$ cat src/rtl/fp_result_queue_if.sv
// Result types and the FP-unit / writeback handshake bundle for fp_result_queue.
package fp_result_queue_pkg;
  localparam int TAG_W = 7;
  localparam int SQN_W = 7;
  localparam int FLG_W = 4;

  typedef struct packed {
    logic             valid;
    logic [TAG_W-1:0] tagDst;
    logic [SQN_W-1:0] sqN;
    logic [31:0]      result;
    logic [FLG_W-1:0] flags;
    logic             doNotCommit;
  } RES_UOp;

  typedef struct packed {
    logic             taken;
    logic [SQN_W-1:0] sqN;
  } BranchProv;
endpackage

interface fp_result_queue_if;
  import fp_result_queue_pkg::*;
  BranchProv IN_branch;
  RES_UOp    IN_uopA;
  RES_UOp    IN_uopB;
  logic      IN_ready;
  RES_UOp    OUT_uop;
  logic      OUT_stall;

  modport master (output IN_branch, IN_uopA, IN_uopB, IN_ready, input OUT_uop, OUT_stall);
  modport slave  (input IN_branch, IN_uopA, IN_uopB, IN_ready, output OUT_uop, OUT_stall);
endinterface

$ cat src/rtl/fp_result_queue.sv
// Merges FP mul (A) and div/sqrt (B) results into one in-order writeback stream with branch squash.
// Optional same-cycle bypass when empty: define FRQ_BYPASS_EN.
module fp_result_queue
  import fp_result_queue_pkg::*;
#(
  parameter int DEPTH = 4
) (
  input  logic           clk,
  input  logic           rst,
  fp_result_queue_if.slave bus
);
  localparam int PW = $clog2(DEPTH);

  // Stored valid field doubles as the per-entry squash bit.
  RES_UOp        r_mem [DEPTH];
  logic [PW-1:0] r_head, r_tail;
  logic [PW:0]   r_count;

  RES_UOp        w_head, w_out;
  logic          w_outVld, w_pop, w_reqA, w_reqB, w_wrA, w_wrB;
  logic [PW+1:0] w_room;
  logic [PW-1:0] w_tailB;
  logic [PW:0]   w_free;

  function automatic logic younger(logic [SQN_W-1:0] sq, BranchProv br);
    logic [SQN_W-1:0] d;
    d = sq - br.sqN;
    return br.taken && !d[SQN_W-1] && (d != '0);
  endfunction

  always_comb begin
    w_head   = r_mem[r_head];
    w_out    = w_head;
    w_reqA   = bus.IN_uopA.valid && !younger(bus.IN_uopA.sqN, bus.IN_branch);
    w_reqB   = bus.IN_uopB.valid && !younger(bus.IN_uopB.sqN, bus.IN_branch);
    w_outVld = (r_count != '0) && w_head.valid && !younger(w_head.sqN, bus.IN_branch);
    // A stale (squashed) head is dropped without occupying the bus.
    w_pop    = (r_count != '0) && ((w_outVld && bus.IN_ready) || !w_head.valid);
`ifdef FRQ_BYPASS_EN
    if ((r_count == '0) && (w_reqA || w_reqB)) begin
      w_out    = w_reqA ? bus.IN_uopA : bus.IN_uopB;
      w_outVld = 1'b1;
      if (bus.IN_ready) begin
        if (w_reqA) w_reqA = 1'b0;
        else        w_reqB = 1'b0;
      end
    end
`endif
    w_out.valid = w_outVld;
    w_room  = (PW+2)'(DEPTH) - (PW+2)'(r_count) + (PW+2)'(w_pop);
    w_wrA   = w_reqA && (w_room != '0);
    w_wrB   = w_reqB && (w_room > (PW+2)'(w_wrA));
    w_tailB = r_tail + PW'(w_wrA);
    w_free  = (PW+1)'(DEPTH) - r_count;
  end

  assign bus.OUT_uop   = w_out;
  assign bus.OUT_stall = w_free < (PW+1)'(2);

  always_ff @(posedge clk or negedge rst) begin
    if (!rst) begin
      r_head  <= '0;
      r_tail  <= '0;
      r_count <= '0;
      for (int i = 0; i < DEPTH; i++) r_mem[i] <= '0;
    end else begin
      for (int i = 0; i < DEPTH; i++)
        if (r_mem[i].valid && younger(r_mem[i].sqN, bus.IN_branch)) r_mem[i].valid <= 1'b0;
      if (w_pop) r_mem[r_head].valid <= 1'b0;
      if (w_wrA) r_mem[r_tail]  <= bus.IN_uopA;
      if (w_wrB) r_mem[w_tailB] <= bus.IN_uopB;
      r_head  <= r_head + PW'(w_pop);
      r_tail  <= r_tail + PW'(w_wrA) + PW'(w_wrB);
      r_count <= r_count + (PW+1)'(w_wrA) + (PW+1)'(w_wrB) - (PW+1)'(w_pop);
    end
  end

  // Producers ignoring OUT_stall lose results here.
  always_ff @(posedge clk) begin
    if (rst) assert (!(w_reqA && !w_wrA) && !(w_reqB && !w_wrB));
  end
endmodule

$ cat src/flat_wrapper.sv
// flat-port wrapper written by rule: the top's interface ports become plain ports
module fp_result_queue_flat import fp_result_queue_pkg::*;
#(
  parameter int DEPTH = 4
)
  (clk, rst, bus_IN_branch, bus_IN_uopA, bus_IN_uopB, bus_IN_ready, bus_OUT_uop, bus_OUT_stall);
  fp_result_queue_if bus_i ();
  input  logic clk;
  input  logic rst;
  input wire logic [$bits(bus_i.IN_branch)-1:0] bus_IN_branch;
  input wire logic [$bits(bus_i.IN_uopA)-1:0] bus_IN_uopA;
  input wire logic [$bits(bus_i.IN_uopB)-1:0] bus_IN_uopB;
  input wire logic [$bits(bus_i.IN_ready)-1:0] bus_IN_ready;
  output wire logic [$bits(bus_i.OUT_uop)-1:0] bus_OUT_uop;
  output wire logic [$bits(bus_i.OUT_stall)-1:0] bus_OUT_stall;
  assign bus_i.IN_branch = bus_IN_branch;
  assign bus_i.IN_uopA = bus_IN_uopA;
  assign bus_i.IN_uopB = bus_IN_uopB;
  assign bus_i.IN_ready = bus_IN_ready;
  assign bus_OUT_uop = bus_i.OUT_uop;
  assign bus_OUT_stall = bus_i.OUT_stall;
  fp_result_queue #(.DEPTH(DEPTH)) u_core (.clk(clk), .rst(rst), .bus(bus_i));
endmodule
$ cat config.mk
export PLATFORM = sky130hd
export DESIGN_NAME = fp_result_queue_flat
export DESIGN_NICKNAME = d
export VERILOG_FILES = /design/src/rtl/fp_result_queue_if.sv /design/src/rtl/fp_result_queue.sv /design/src/flat_wrapper.sv
export SDC_FILE = /design/constraint.sdc
export NUM_CORES = 1
export LEC_CHECK = 0
export CAP_MARGIN = 5
export CORE_UTILIZATION = 65
export CTS_CLUSTER_SIZE = 24
export DETAILED_ROUTE_END_ITERATION = 6
export DONT_BUFFER_PORTS = 1
export PLACE_DENSITY = 0.84
export SYNTH_ARGS = -nofsm -noshare
export SYNTH_HDL_FRONTEND = slang
export SYNTH_SLANG_ARGS = --single-unit
$ cat constraint.sdc
create_clock -name clk -period 8.9 [get_ports clk]
set_input_delay 2.67 -clock clk [delete_from_list [all_inputs] [get_ports clk]]
set_output_delay 2.67 -clock clk [all_outputs]
set_load 0.02 [all_outputs]
==> summary.txt, run 1 <==
outcome = complete, no violations
compound-cell area share of the yosys netlist = 4.68%
die height = 149 microns
flops & latches, synth = 215
number of buffers created by CTS = 23
first-pass GRT wire length = 49.9 mm
most numerous cell in the Yosys netlist = sky130_fd_sc_hd__mux2_2
Clk Latency, worst-skew pair = 0.50 ns
initial cell density of the core = 66.5%
std cell rows = 53
total routing usage reported by global routing = 29.4%
sequential-to-total area share from yosys stat = 38.5%
fin. max-slew vios = 0
Data required, critical path = 6.23 ns
buffer depth of the longest clock path = 3
number of port buffers = 0
die extent in x = 149 microns
# nets final = 1202
number of enable-type register cells in the synthesized netlist = 0
Final Cycle Share = 87.1%
startpoint class of the critical path = input pin
Crit path depth = 7
internal power = 3950 uW
layout cell share with drive strength beyond 1 = 47.5%
crit-path leading delay family = compound AO/OA/AOI/OAI gates
total setup buffers inserted after CTS = 0
count of max-cap constraint violations = 0
Core ar. = 0.0210 sq mm
area fraction of the dominant cell type after synthesis = 38.5%
critical path class = input pin to output port
part of the power in combinational logic = 55.8%
upper clock frequency limit = 129 MHz
Worst slew margin = 30.6%
start point of the critical path = bus_IN_branch[1]
antenna violations before repair = 1
Pwr Density = 422 mW/mm^2
TritonCTS clock tree = built
met2 routing resource usage after global routing = 51.3%
clock tree skew after final layout = 0.0140 ns
post-synthesis simple-gate area fraction = 3.31%
per-cell via count in the routed design = 6.52
synth warn = 0
final RePlAce weighted congestion = 0.945
Routed wire per std cell = 24.0 microns
part of the power in registers = 28.7%
Tightest Hold Check Type = register to register
share of cell area taken by muxes after synthesis = 42.1%
met3 track demand over resource in global routing = 6.99%
synthesized netlist cell count = 1042
CP max stage cell = sky130_fd_sc_hd__nor3b_1
maximum fanout along the worst path = 8
met1 usage = 35.0%
switching portion of total power = 37.1%
DRC viols = 0
total standard cell area after synthesis = 0.0140 sq mm
Clock Sinks = 215
total wire length after detailed routing = 31.5 mm
placed cell count = 1276
Die ar. = 0.0221 sq mm
DRC violation total after the first TritonRoute iteration = 354
Final Hold Violating Endpoints = 0
Critical Path Max Stage Delay = 0.74 ns
leading register cell type out of synthesis = sky130_fd_sc_hd__dfrtp_1
Synth-to-Final Area Change = 6.47%
slew at the pin closest to its max-slew limit = 1.04 ns
Hold Buf Count CTS = 0
startpoint of the most critical register-to-register path = u_core.r_head[1]
arrival time reported for the critical path endpoint = 5.08 ns
grt total ovfl = 0
leakage power = 0.00640 uW
setup repair after global routing missed its margin = no
Adder-Cell Fraction of Synth Area = 5.95%
top-level port count = 168
worst r2r dst = u_core.r_mem[55]
Register-to-Register Path Depth = 22
worst vdd rail ir drop = 272 uV
Top Usage Layer GRT = met2
cell taking the most area after synthesis = sky130_fd_sc_hd__dfrtp_1
total via count after detailed routing = 8580
final critical-path required period = 7.75 ns
setup violation total in the final timing report = 0
Critical Path Sink Type = output port
capture point of the worst path = bus_OUT_uop[51]
Post-DP HPWL = 20.4 mm
drt first pass iters = 4
ranking of synthesized cells by area = sky130_fd_sc_hd__dfrtp_1 (39%), sky130_fd_sc_hd__mux2_2 (29%), sky130_fd_sc_hd__mux4_2 (8.4%)
part of the power in the clock network = 15.5%
proportion of synthesized flip-flops having asynchronous set or reset = 100%
worst hold path cell count = 2
Avg Synthesized Cell Area = 13.4 sq um
dominant combinational cell family by area after synthesis = multiplexers
Setup TNS Final = 0 ns
Synthesized Nets = 1218
count of placed standard cells in the final layout, fillers left out = 1315
Post-DRT Antenna Nets = 0
H-Tree Depth = 1
clk slew on worst S/H paths = 0.06 ns
reg-to-reg slack, setup = 2.05 ns
pin count of the biggest net entering global routing = 216
net switching power = 2330 uW
Unique masters post-synth = 57
number of global-route vias before repair = 9260
cell types with the highest counts after synthesis = sky130_fd_sc_hd__mux2_2 (358), sky130_fd_sc_hd__dfrtp_1 (215), sky130_fd_sc_hd__ha_1 (52), sky130_fd_sc_hd__mux4_2 (52), sky130_fd_sc_hd__inv_1 (38)
worst path buffer plus inverter count = 1
Clock Tree Root = sky130_fd_sc_hd__clkbuf_16
xor/xnor cell area share of the yosys netlist = 1.82%
CTS resizes = 0
critical-path cell list = inv_1 -> fa_1 -> a211oi_1 -> o21ai_0 -> o21a_1 -> o311a_1 -> nor3b_1
## per-stage QoR
step | instance area (sq um) | utilization [%] | setup WS, ns | hold WS, ns | total power (uW)
CTS | 14900 | 70.8 | 1.21 | 0.578 | 6300
detailed placement | 14100 | 67.1 | 0.790 | 0.570 | 5310
global route | 14900 | 70.8 | 0.906 | 0.595 | 6660
finish | 14900 | 70.8 | 1.15 | 0.579 | 6280
global placement | 14100 | 67.1 | 0.963 | 0.559 | 5160
floorplan | 14000 | - | 1.47 | 0.528 | 4700
## layout make-up
class | instances | area (sq um)
fillers | 1392 | 6140
well taps | 275 | 344
flip-flops and latches | 215 | 5390
diodes | 1 | 2.50
multi-input cells | 734 | 8120
clock buffers | 31 | 676
inverters | 38 | 143
clock inverters | 7 | 92.6
repair buffers | 14 | 118
## worst reg2reg max path, stage by stage (launching register included)
cell	delay, ns
sky130_fd_sc_hd__dfrtp_2	0.46
sky130_fd_sc_hd__buf_4	0.70
sky130_fd_sc_hd__mux4_2	0.58
sky130_fd_sc_hd__ha_1	0.29
sky130_fd_sc_hd__a211oi_1	0.31
sky130_fd_sc_hd__o21ai_0	0.15
sky130_fd_sc_hd__a21oi_1	0.19
sky130_fd_sc_hd__xnor2_1	0.15
sky130_fd_sc_hd__o311a_1	0.33
sky130_fd_sc_hd__nand2b_1	0.17
sky130_fd_sc_hd__a21o_1	0.12
sky130_fd_sc_hd__ha_1	0.15
sky130_fd_sc_hd__inv_1	0.05
sky130_fd_sc_hd__ha_1	0.18
sky130_fd_sc_hd__or2_2	0.29
sky130_fd_sc_hd__a21oi_1	0.18
sky130_fd_sc_hd__nand2_1	0.16
sky130_fd_sc_hd__and3_1	0.26
sky130_fd_sc_hd__ha_1	0.29
sky130_fd_sc_hd__o21ai_0	0.14
sky130_fd_sc_hd__and2_1	0.26
sky130_fd_sc_hd__nand3_4	0.73
sky130_fd_sc_hd__mux2_2	0.61
## state kept, by name, indices dropped and copies added (netlist names)
name and cells:
u_core.r_mem 208, u_core.r_count 3, u_core.r_head 2, u_core.r_tail 2
## cell families after synthesis
family	count (synthesis)
muxes	466
DFF	215
AOI/OAI and AO/OA	96
buffers and inverters	93
and+or+nand+nor	82
adders and majority gates	61
xor gates and xnor gates	29
## routing by layer
layer / vias to the layer above / wire [microns]
met4: 0 / 955
met1: 4397 / 12400
met5: - / 0
li1: 3874 / -
met2: 235 / 16100
met3: 74 / 2080
## worst min-delay path by stage
stage,to,slack [ns],from
final,u_core.r_mem[207],0.58,u_core.r_mem[207]
after global placement,u_core.r_mem[103],0.56,u_core.r_mem[103]
after detailed placement,u_core.r_mem[207],0.57,u_core.r_mem[207]
after global routing,u_core.r_mem[155],0.60,u_core.r_mem[155]
after floorplan,u_core.r_head[0],0.53,u_core.r_head[0]
after CTS,u_core.r_mem[207],0.58,u_core.r_mem[207]
## power groups by stage
stage          Combinational (uW)  Sequential, uW  Clock [uW]
3_5_place_dp                 3500            1810           0
6_report                     3510            1810         971
2_1_floorplan                3000            1690           0
3_3_place_gp                 3380            1780           0
5_1_grt                      3780            1850        1020
4_1_cts                      3520            1800         987
## cell usage in the layout, fill, tap and decap left out, drive strengths merged, types with 3 or more instances in the layout
| master | netlist | layout |
|---|---|---|
| and2 | 3 | 3 |
| xnor2 | 17 | 17 |
| a21o | 5 | 5 |
| inv | 38 | 39 |
| mux2i | 22 | 22 |
| nand2 | 5 | 5 |
| mux2 | 392 | 392 |
| a31oi | 4 | 4 |
| nand4b | 3 | 3 |
| a21boi | 3 | 3 |
| nor3 | 6 | 6 |
| o21a | 3 | 3 |
| mux4 | 52 | 52 |
| o41ai | 3 | 3 |
| o21bai | 3 | 3 |
| buf | 29 | 14 |
| fa | 9 | 9 |
| nor2b | 7 | 7 |
| o21ai | 28 | 28 |
| a21oi | 28 | 28 |
| nand4 | 7 | 7 |
| nor2 | 24 | 24 |
| clkbuf | 26 | 31 |
| dfrtp | 215 | 215 |
| o211ai | 6 | 6 |
| clkinv | 0 | 4 |
| ha | 52 | 52 |
| nand2b | 10 | 10 |
| xor2 | 12 | 12 |
No activity file was read; power rests on OpenSTA's default activity.
==> inputs of run 2 (changes only) <==
--- a/config.mk
+++ b/config.mk
@@ -11,6 +11,7 @@
 export DETAILED_ROUTE_END_ITERATION = 6
 export DONT_BUFFER_PORTS = 1
 export PLACE_DENSITY = 0.84
+export REMOVE_ABC_BUFFERS = 1
 export SYNTH_ARGS = -nofsm -noshare
 export SYNTH_HDL_FRONTEND = slang
 export SYNTH_SLANG_ARGS = --single-unit
==> run 2 against run 1 <==
  * Cell area grew 0.53%
  * Sequential cell count unchanged
  * Count of clock-buffer cells in the layout up 7
  * Sequential share of layout area decreased by 0.19 points
  * Fmax increased by 2.1%
  * Largest cell class unchanged
  * Highest routed layer unchanged
==> summary.txt, run 2 (same netlist as run 1, synthesis figures left out) <==
outcome = complete, no violations
number of buffers created by CTS = 25 (+8.7%)
Post-DRT Antenna Nets = 0 (unchanged)
Clock Sinks = 215 (unchanged)
Worst slew margin = 29.1% (-1.6 points)
Finished Cell Area = 0.0150 sq mm (+0.53%)
buffer depth of the longest clock path = 3 (unchanged)
number of global-route vias before repair = 9312 (+0.56%)
Tightest Hold Check Type = register to register
total routing usage reported by global routing = 29.0% (-0.37 points)
total setup buffers inserted after CTS = 0 (unchanged)
slew at the pin closest to its max-slew limit = 1.06 ns (+0.0193 ns)
die height = 149 microns (unchanged)
Final Hold Violating Endpoints = 0 (unchanged)
met3 track demand over resource in global routing = 7.42% (+0.43 points)
internal power = 3950 uW (+0.11%)
met2 routing resource usage after global routing = 49.1% (-2.2 points)
core occupancy in the finished layout = 71.2% (+0.38 points)
top-level port count = 168 (unchanged)
Post-DP HPWL = 20.0 mm (-2.2%)
largest registers = u_core.r_mem x208, u_core.r_count x3
part of the power in registers = 29.0% (+0.3 points)
clock tree skew after final layout = 0.0124 ns (-0.00159 ns)
worst r2r dst = u_core.r_mem[162]
Data required, critical path = 6.23 ns (about the same)
Die ar. = 0.0221 sq mm (unchanged)
initial cell density of the core = 66.5% (unchanged)
startpoint of the most critical register-to-register path = u_core.r_head[0]
setup violation total in the final timing report = 0 (unchanged)
upper clock frequency limit = 132 MHz (+2.1%)
Clock Tree Root = sky130_fd_sc_hd__clkbuf_16
first-pass GRT wire length = 49.9 mm (about the same)
drt first pass iters = 4 (unchanged)
placed instance area = 0.0142 sq mm (+0.32%)
layout cell share with drive strength beyond 1 = 47.6% (about the same)
part of the power in combinational logic = 55.3% (-0.5 points)
per-cell via count in the routed design = 6.48 (-0.61%)
net switching power = 2350 uW (+0.87%)
antenna diode count = 0 (-1)
worst hold path cell count = 2 (unchanged)
clk slew on worst S/H paths = 0.06 ns (about the same)
DRC violation total after the first TritonRoute iteration = 375 (+5.9%)
final RePlAce weighted congestion = 0.895 (-5.3%)
die extent in x = 149 microns (unchanged)
Top Usage Layer GRT = met2
maximum fanout along the worst path = 8 (unchanged)
Critical Path Sink Type = output port
DRC viols = 0 (unchanged)
pin count of the biggest net entering global routing = 216 (unchanged)
# nets final = 1205 (+0.25%)
number of port buffers = 0 (unchanged)
final critical-path required period = 7.59 ns (-0.161 ns)
arrival time reported for the critical path endpoint = 4.92 ns (-0.16 ns)
part of the power in the clock network = 15.7% (+0.2 points)
Hold Buf Count CTS = 0 (unchanged)
critical path class = input pin to output port
Final Cycle Share = 85.3% (-1.8 points)
total wire length after detailed routing = 31.3 mm (-0.88%)
fin. max-slew vios = 0 (unchanged)
terminating pin of the worst hold path = u_core.r_mem[103]
Pwr Density = 422 mW/mm^2 (-0.13%)
CTS resizes = 0 (unchanged)
total via count after detailed routing = 8573 (-0.082%)
std cell rows = 53 (unchanged)
most frequent cells in the layout = sky130_fd_sc_hd__mux2_2 (358), sky130_fd_sc_hd__dfrtp_1 (213), sky130_fd_sc_hd__mux4_2 (52), sky130_fd_sc_hd__ha_1 (52), sky130_fd_sc_hd__inv_1 (38)
reg-to-reg slack, setup = 2.32 ns (+0.27 ns)
TritonCTS clock tree = built
number of flip-flops under the largest register name = 208 (unchanged)
setup repair after global routing missed its margin = no
switching portion of total power = 37.3% (+0.18 points)
Register-to-Register Path Depth = 25 (+14%)
Routed wire per std cell = 23.6 microns (-1.4%)
register with the most flip-flops = u_core.r_mem
Clk Latency, worst-skew pair = 0.52 ns (+0.02 ns)
leading cell type in the layout, fill and taps excluded = sky130_fd_sc_hd__mux2_2
HP Start = u_core.r_mem[103]
startpoint class of the critical path = input pin
Synth-to-Final Area Change = 7.04%
grt total ovfl = 0 (unchanged)
H-Tree Depth = 1 (unchanged)
worst vdd rail ir drop = 239 uV (-12%)
count of max-cap constraint violations = 0 (unchanged)
Core ar. = 0.0210 sq mm (unchanged)
met1 usage = 37.7% (+2.6 points)
leakage power = 0.00643 uW (+0.52%)
antenna violations before repair = 0 (-1)
run 2: cell count changes in the layout (fill, tap and decap cells not counted):
| cell | change |
|---|---|
| sky130_fd_sc_hd__bufinv_16 | -2 |
| sky130_fd_sc_hd__buf_12 | +3 |
| sky130_fd_sc_hd__inv_8 | +1 |
| sky130_fd_sc_hd__clkinv_4 | -1 |
| sky130_fd_sc_hd__diode_2 | -1 |
| sky130_fd_sc_hd__clkbuf_16 | +2 |
| sky130_fd_sc_hd__buf_4 | -2 |
| sky130_fd_sc_hd__clkbuf_1 | +4 |
| sky130_fd_sc_hd__clkinvlp_4 | +2 |
| sky130_fd_sc_hd__clkbuf_8 | +1 |
run 2: final cells by class:
type                       count  area [sq um]
clock buffer                  38           754
clock inverter                 7          50.0
fill                        1407          6060
inverter                      38           143
multi-input combinational    734          8120
sequential                   215          5390
tap                          275           344
timing repair buffer          15           163
run 2: metrics by stage:
| step | setup slack (ns) | hold WS (ns) | cells | TNS [ns] | total power [uW] |
|---|---|---|---|---|---|
| after floorplan | -0.0293 | 0.534 | 987 | -3.75 | 4680 |
| after global placement | 1.10 | 0.551 | 1277 | 0 | 5170 |
| after detailed placement | 0.893 | 0.566 | 1277 | 0 | 5320 |
| after CTS | 1.31 | 0.573 | 1322 | 0 | 6330 |
| after global routing | 1.11 | 0.588 | 1322 | 0 | 6690 |
| final | 1.31 | 0.578 | 1322 | 0 | 6310 |
run 2: worst max-delay path: stages:
cell and delay, ns:
sky130_fd_sc_hd__inv_1 0.13, sky130_fd_sc_hd__fa_1 0.47, sky130_fd_sc_hd__a211oi_1 0.34, sky130_fd_sc_hd__o21ai_0 0.15, sky130_fd_sc_hd__o21a_1 0.12, sky130_fd_sc_hd__o311a_1 0.41, sky130_fd_sc_hd__nor3b_1 0.62
run 2: how the worst max path moves through the flow:
| stage | startpoint | end | slack, ns | cells after the start |
|---|---|---|---|---|
| after global placement | bus_IN_branch[1] | u_core.r_mem[161] | 1.10 | 22 |
| after CTS | bus_IN_branch[1] | bus_OUT_uop[51] | 1.31 | 7 |
| final | bus_IN_branch[1] | bus_OUT_uop[51] | 1.31 | 7 |
| after global routing | bus_IN_branch[1] | u_core.r_mem[189] | 1.11 | 22 |
| after detailed placement | bus_IN_branch[1] | u_core.r_mem[189] | 0.89 | 22 |
| after floorplan | u_core.r_head[0] | u_core.r_mem[156] | -0.03 | 24 |
run 2: power groups by stage:
stage	clock, uW	combinational [uW]	sequential, uW
final	991	3490	1830
after CTS	1010	3500	1820
after floorplan	0	2910	1780
after global routing	1050	3770	1880
after global placement	0	3370	1800
after detailed placement	0	3490	1830
run 2: per-layer routing:
| layer | share of wire, % | vias up |
|---|---|---|
| met5 | 0 | - |
| met2 | 49 | 219 |
| li1 | - | 3880 |
| met1 | 42 | 4438 |
| met4 | 1.5 | 0 |
| met3 | 7.8 | 36 |
==> inputs of run 3 (changes only) <==
--- a/config.mk
+++ b/config.mk
@@ -6,11 +6,11 @@
 export NUM_CORES = 1
 export LEC_CHECK = 0
 export CAP_MARGIN = 5
-export CORE_UTILIZATION = 65
+export CORE_UTILIZATION = 45
 export CTS_CLUSTER_SIZE = 24
 export DETAILED_ROUTE_END_ITERATION = 6
 export DONT_BUFFER_PORTS = 1
-export PLACE_DENSITY = 0.84
+export PLACE_DENSITY = 0.63
 export REMOVE_ABC_BUFFERS = 1
 export SYNTH_ARGS = -nofsm -noshare
 export SYNTH_HDL_FRONTEND = slang
==> run 3 against run 2 <==
  * Sequential power barely moved
  * Count of clock-buffer cells in the layout rose by 2
  * Core utilization fell by 21 points
  * Total power rose by 2.4%
  * Clock power rose by 15%
  * Sequential cell count did not move
  * Via count fell by 0.75%
  * Critical path type unchanged
  * Largest cell class unchanged
  * Cell area rose by 1.9%
  * Sequential share of layout area fell by 0.68 points
==> summary.txt, run 3 (same netlist as run 1, synthesis figures left out) <==
Critical Path Max Stage Delay = 0.65 ns (+0.03 ns)
net switching power = 2370 uW (+0.81%)
leading cell type in the layout, fill and taps excluded = sky130_fd_sc_hd__mux2_2
core occupancy in the finished layout = 49.8% (-21 points)
leakage power = 0.00651 uW (+1.2%)
die height = 178 microns (+20%)
slew at the pin closest to its max-slew limit = 1.10 ns (+0.0425 ns)
Register-to-Register Path Depth = 24 (-4.0%)
Pwr Density = 424 mW/mm^2 (+0.50%)
part of the power in registers = 28.4% (-0.6 points)
worst vdd rail ir drop = 231 uV (-3.5%)
Tightest Hold Check Type = register to register
switching portion of total power = 36.7% (-0.59 points)
post-place setup slack = 0.884 ns (-0.00891 ns)
clock tree skew after final layout = 0.0123 ns (-0.0000552 ns)
grt total ovfl = 0 (unchanged)
part of the power in the clock network = 17.7% (+2.0 points)
reg-to-reg slack, setup = 2.09 ns (-0.23 ns)
maximum fanout along the worst path = 8 (unchanged)
buffer depth of the longest clock path = 3 (unchanged)
HP Start = u_core.r_mem[103]
Clock Tree Root = sky130_fd_sc_hd__clkbuf_16
fin. max-slew vios = 0 (unchanged)
number of global-route vias before repair = 8887 (-4.6%)
# nets final = 1206 (+0.083%)
first-pass GRT wire length = 52.3 mm (+4.9%)
antenna violations before repair = 0 (unchanged)
internal power = 4090 uW (+3.4%)
setup violation total in the final timing report = 0 (unchanged)
startpoint class of the critical path = input pin
Core ar. = 0.0306 sq mm (+46%)
Post-DP HPWL = 21.3 mm (+6.6%)
crit path setup slack, layout = 1.21 ns (-0.105 ns)
Post-DRT Antenna Nets = 0 (unchanged)
CTS resizes = 0 (unchanged)
Final Cycle Share = 86.4% (+1.2 points)
critical-path cell list = inv_1 -> fa_1 -> a211oi_1 -> o21ai_0 -> o21a_1 -> o311a_1 -> nor3b_1
number of flip-flops under the largest register name = 208 (unchanged)
placed instance area = 0.0143 sq mm (+1.1%)
std cell rows = 64 (+21%)
worst hold path cell count = 2 (unchanged)
outcome = complete, no violations
pin count of the biggest net entering global routing = 216 (unchanged)
Clock Sinks = 215 (unchanged)
total setup buffers inserted after CTS = 0 (unchanged)
die extent in x = 178 microns (+20%)
Hold Buf Count CTS = 0 (unchanged)
Die ar. = 0.0318 sq mm (+44%)
terminating pin of the worst hold path = u_core.r_mem[103]
DRC viols = 0 (unchanged)
Data required, critical path = 6.23 ns (about the same)
Critical Path Sink Type = output port
Final Hold Violating Endpoints = 0 (unchanged)
Synth-to-Final Area Change = 9.09%
most frequent cells in the layout = sky130_fd_sc_hd__mux2_2 (358), sky130_fd_sc_hd__dfrtp_1 (213), sky130_fd_sc_hd__mux4_2 (52), sky130_fd_sc_hd__ha_1 (52), sky130_fd_sc_hd__inv_1 (38)
Clk Latency, worst-skew pair = 0.53 ns (about the same)
Worst slew margin = 26.2% (-2.8 points)
worst r2r dst = u_core.r_mem[22]
setup repair after global routing missed its margin = no
total via count after detailed routing = 8509 (-0.75%)
Routed wire per std cell = 23.3 microns (-1.3%)
TritonCTS clock tree = built
DRC violation total after the first TritonRoute iteration = 440 (+17%)
arrival time reported for the critical path endpoint = 5.02 ns (+0.10 ns)
drt first pass iters = 4 (unchanged)
antenna diode count = 0 (unchanged)
total wire length after detailed routing = 33.7 mm (+7.9%)
part of the power in combinational logic = 53.9% (-1.4 points)
count of max-cap constraint violations = 0 (unchanged)
fill cell instance count of the final layout = 2646 (+88%)
initial cell density of the core = 45.7% (-21 points)
H-Tree Depth = 1 (unchanged)
final RePlAce weighted congestion = 0.847 (-5.4%)
number of buffers created by CTS = 26 (+4.0%)
layout cell share with drive strength beyond 1 = 47.9% (+0.34 points)
critical path class = input pin to output port
total routing usage reported by global routing = 21.5% (-7.5 points)
final critical-path required period = 7.69 ns (+0.105 ns)
Setup TNS Final = 0 ns (unchanged)
register with the most flip-flops = u_core.r_mem
upper clock frequency limit = 130 MHz (-1.4%)
Finished Cell Area = 0.0152 sq mm (+1.9%)
number of port buffers = 0 (unchanged)
CP max stage cell = sky130_fd_sc_hd__nor3b_1
clk slew on worst S/H paths = 0.06 ns (about the same)
largest registers = u_core.r_mem x208, u_core.r_count x3
top-level port count = 168 (unchanged)
post-layout total power = 6460 uW (+2.4%)
per-cell via count in the routed design = 5.88 (-9.3%)
startpoint of the most critical register-to-register path = u_core.r_head[0]
[run 3: stage by stage]
step	hold WS, ns	cells
after floorplan	0.534	987
after global placement	0.566	1398
after detailed placement	0.568	1398
after CTS	0.572	1446
after global routing	0.607	1446
final	0.580	1446
[run 3: area by class of cell]
| type | instances | area, sq um | area share (%) |
|---|---|---|---|
| clock buffers | 40 | 825 | 5.41 |
| clock inverters | 8 | 115 | 0.755 |
| inverters | 38 | 143 | 0.936 |
| multi-input cells | 734 | 8120 | 53.3 |
| flip-flops and latches | 215 | 5390 | 35.3 |
| well taps | 396 | 495 | 3.25 |
| repair buffers | 15 | 163 | 1.07 |
[run 3: worst max-delay path, delay by kind of cell]
kind	cells	cell delay, ns
and+or+nand+nor	1	0.65
buffers and inverters	1	0.14
adders and majority gates	1	0.47
AOI/OAI and AO/OA	4	1.07
[run 3: worst max-delay path by stage]
stage / from / end / slack, ns / cells after the start
5_1_grt: bus_IN_branch[1] / bus_OUT_uop[51] / 0.94 / 7
2_1_floorplan: u_core.r_head[0] / u_core.r_mem[156] / -0.03 / 24
4_1_cts: bus_IN_branch[1] / bus_OUT_uop[51] / 1.23 / 7
3_3_place_gp: bus_IN_branch[1] / u_core.r_mem[28] / 1.03 / 21
3_5_place_dp: bus_IN_branch[1] / u_core.r_mem[22] / 0.88 / 21
6_report: bus_IN_branch[1] / bus_OUT_uop[51] / 1.21 / 7
[run 3: power groups by stage]
stage                     combinational, uW  clock [uW]  sequential [uW]
after global placement                 3430           0             1830
after floorplan                        2910           0             1780
after global routing                   3790        1220             1900
final                                  3480        1140             1840
after detailed placement               3500           0             1850
after CTS                              3510        1170             1830
[run 3: layer usage]
metal | up-vias | wire [microns] | track usage [%]
met5 | - | 0 | 0
met4 | 0 | 571 | 4.59
met3 | 39 | 2680 | 6.50
met2 | 195 | 15600 | 34.5
met1 | 4388 | 14800 | 28.7
li1 | 3887 | - | -
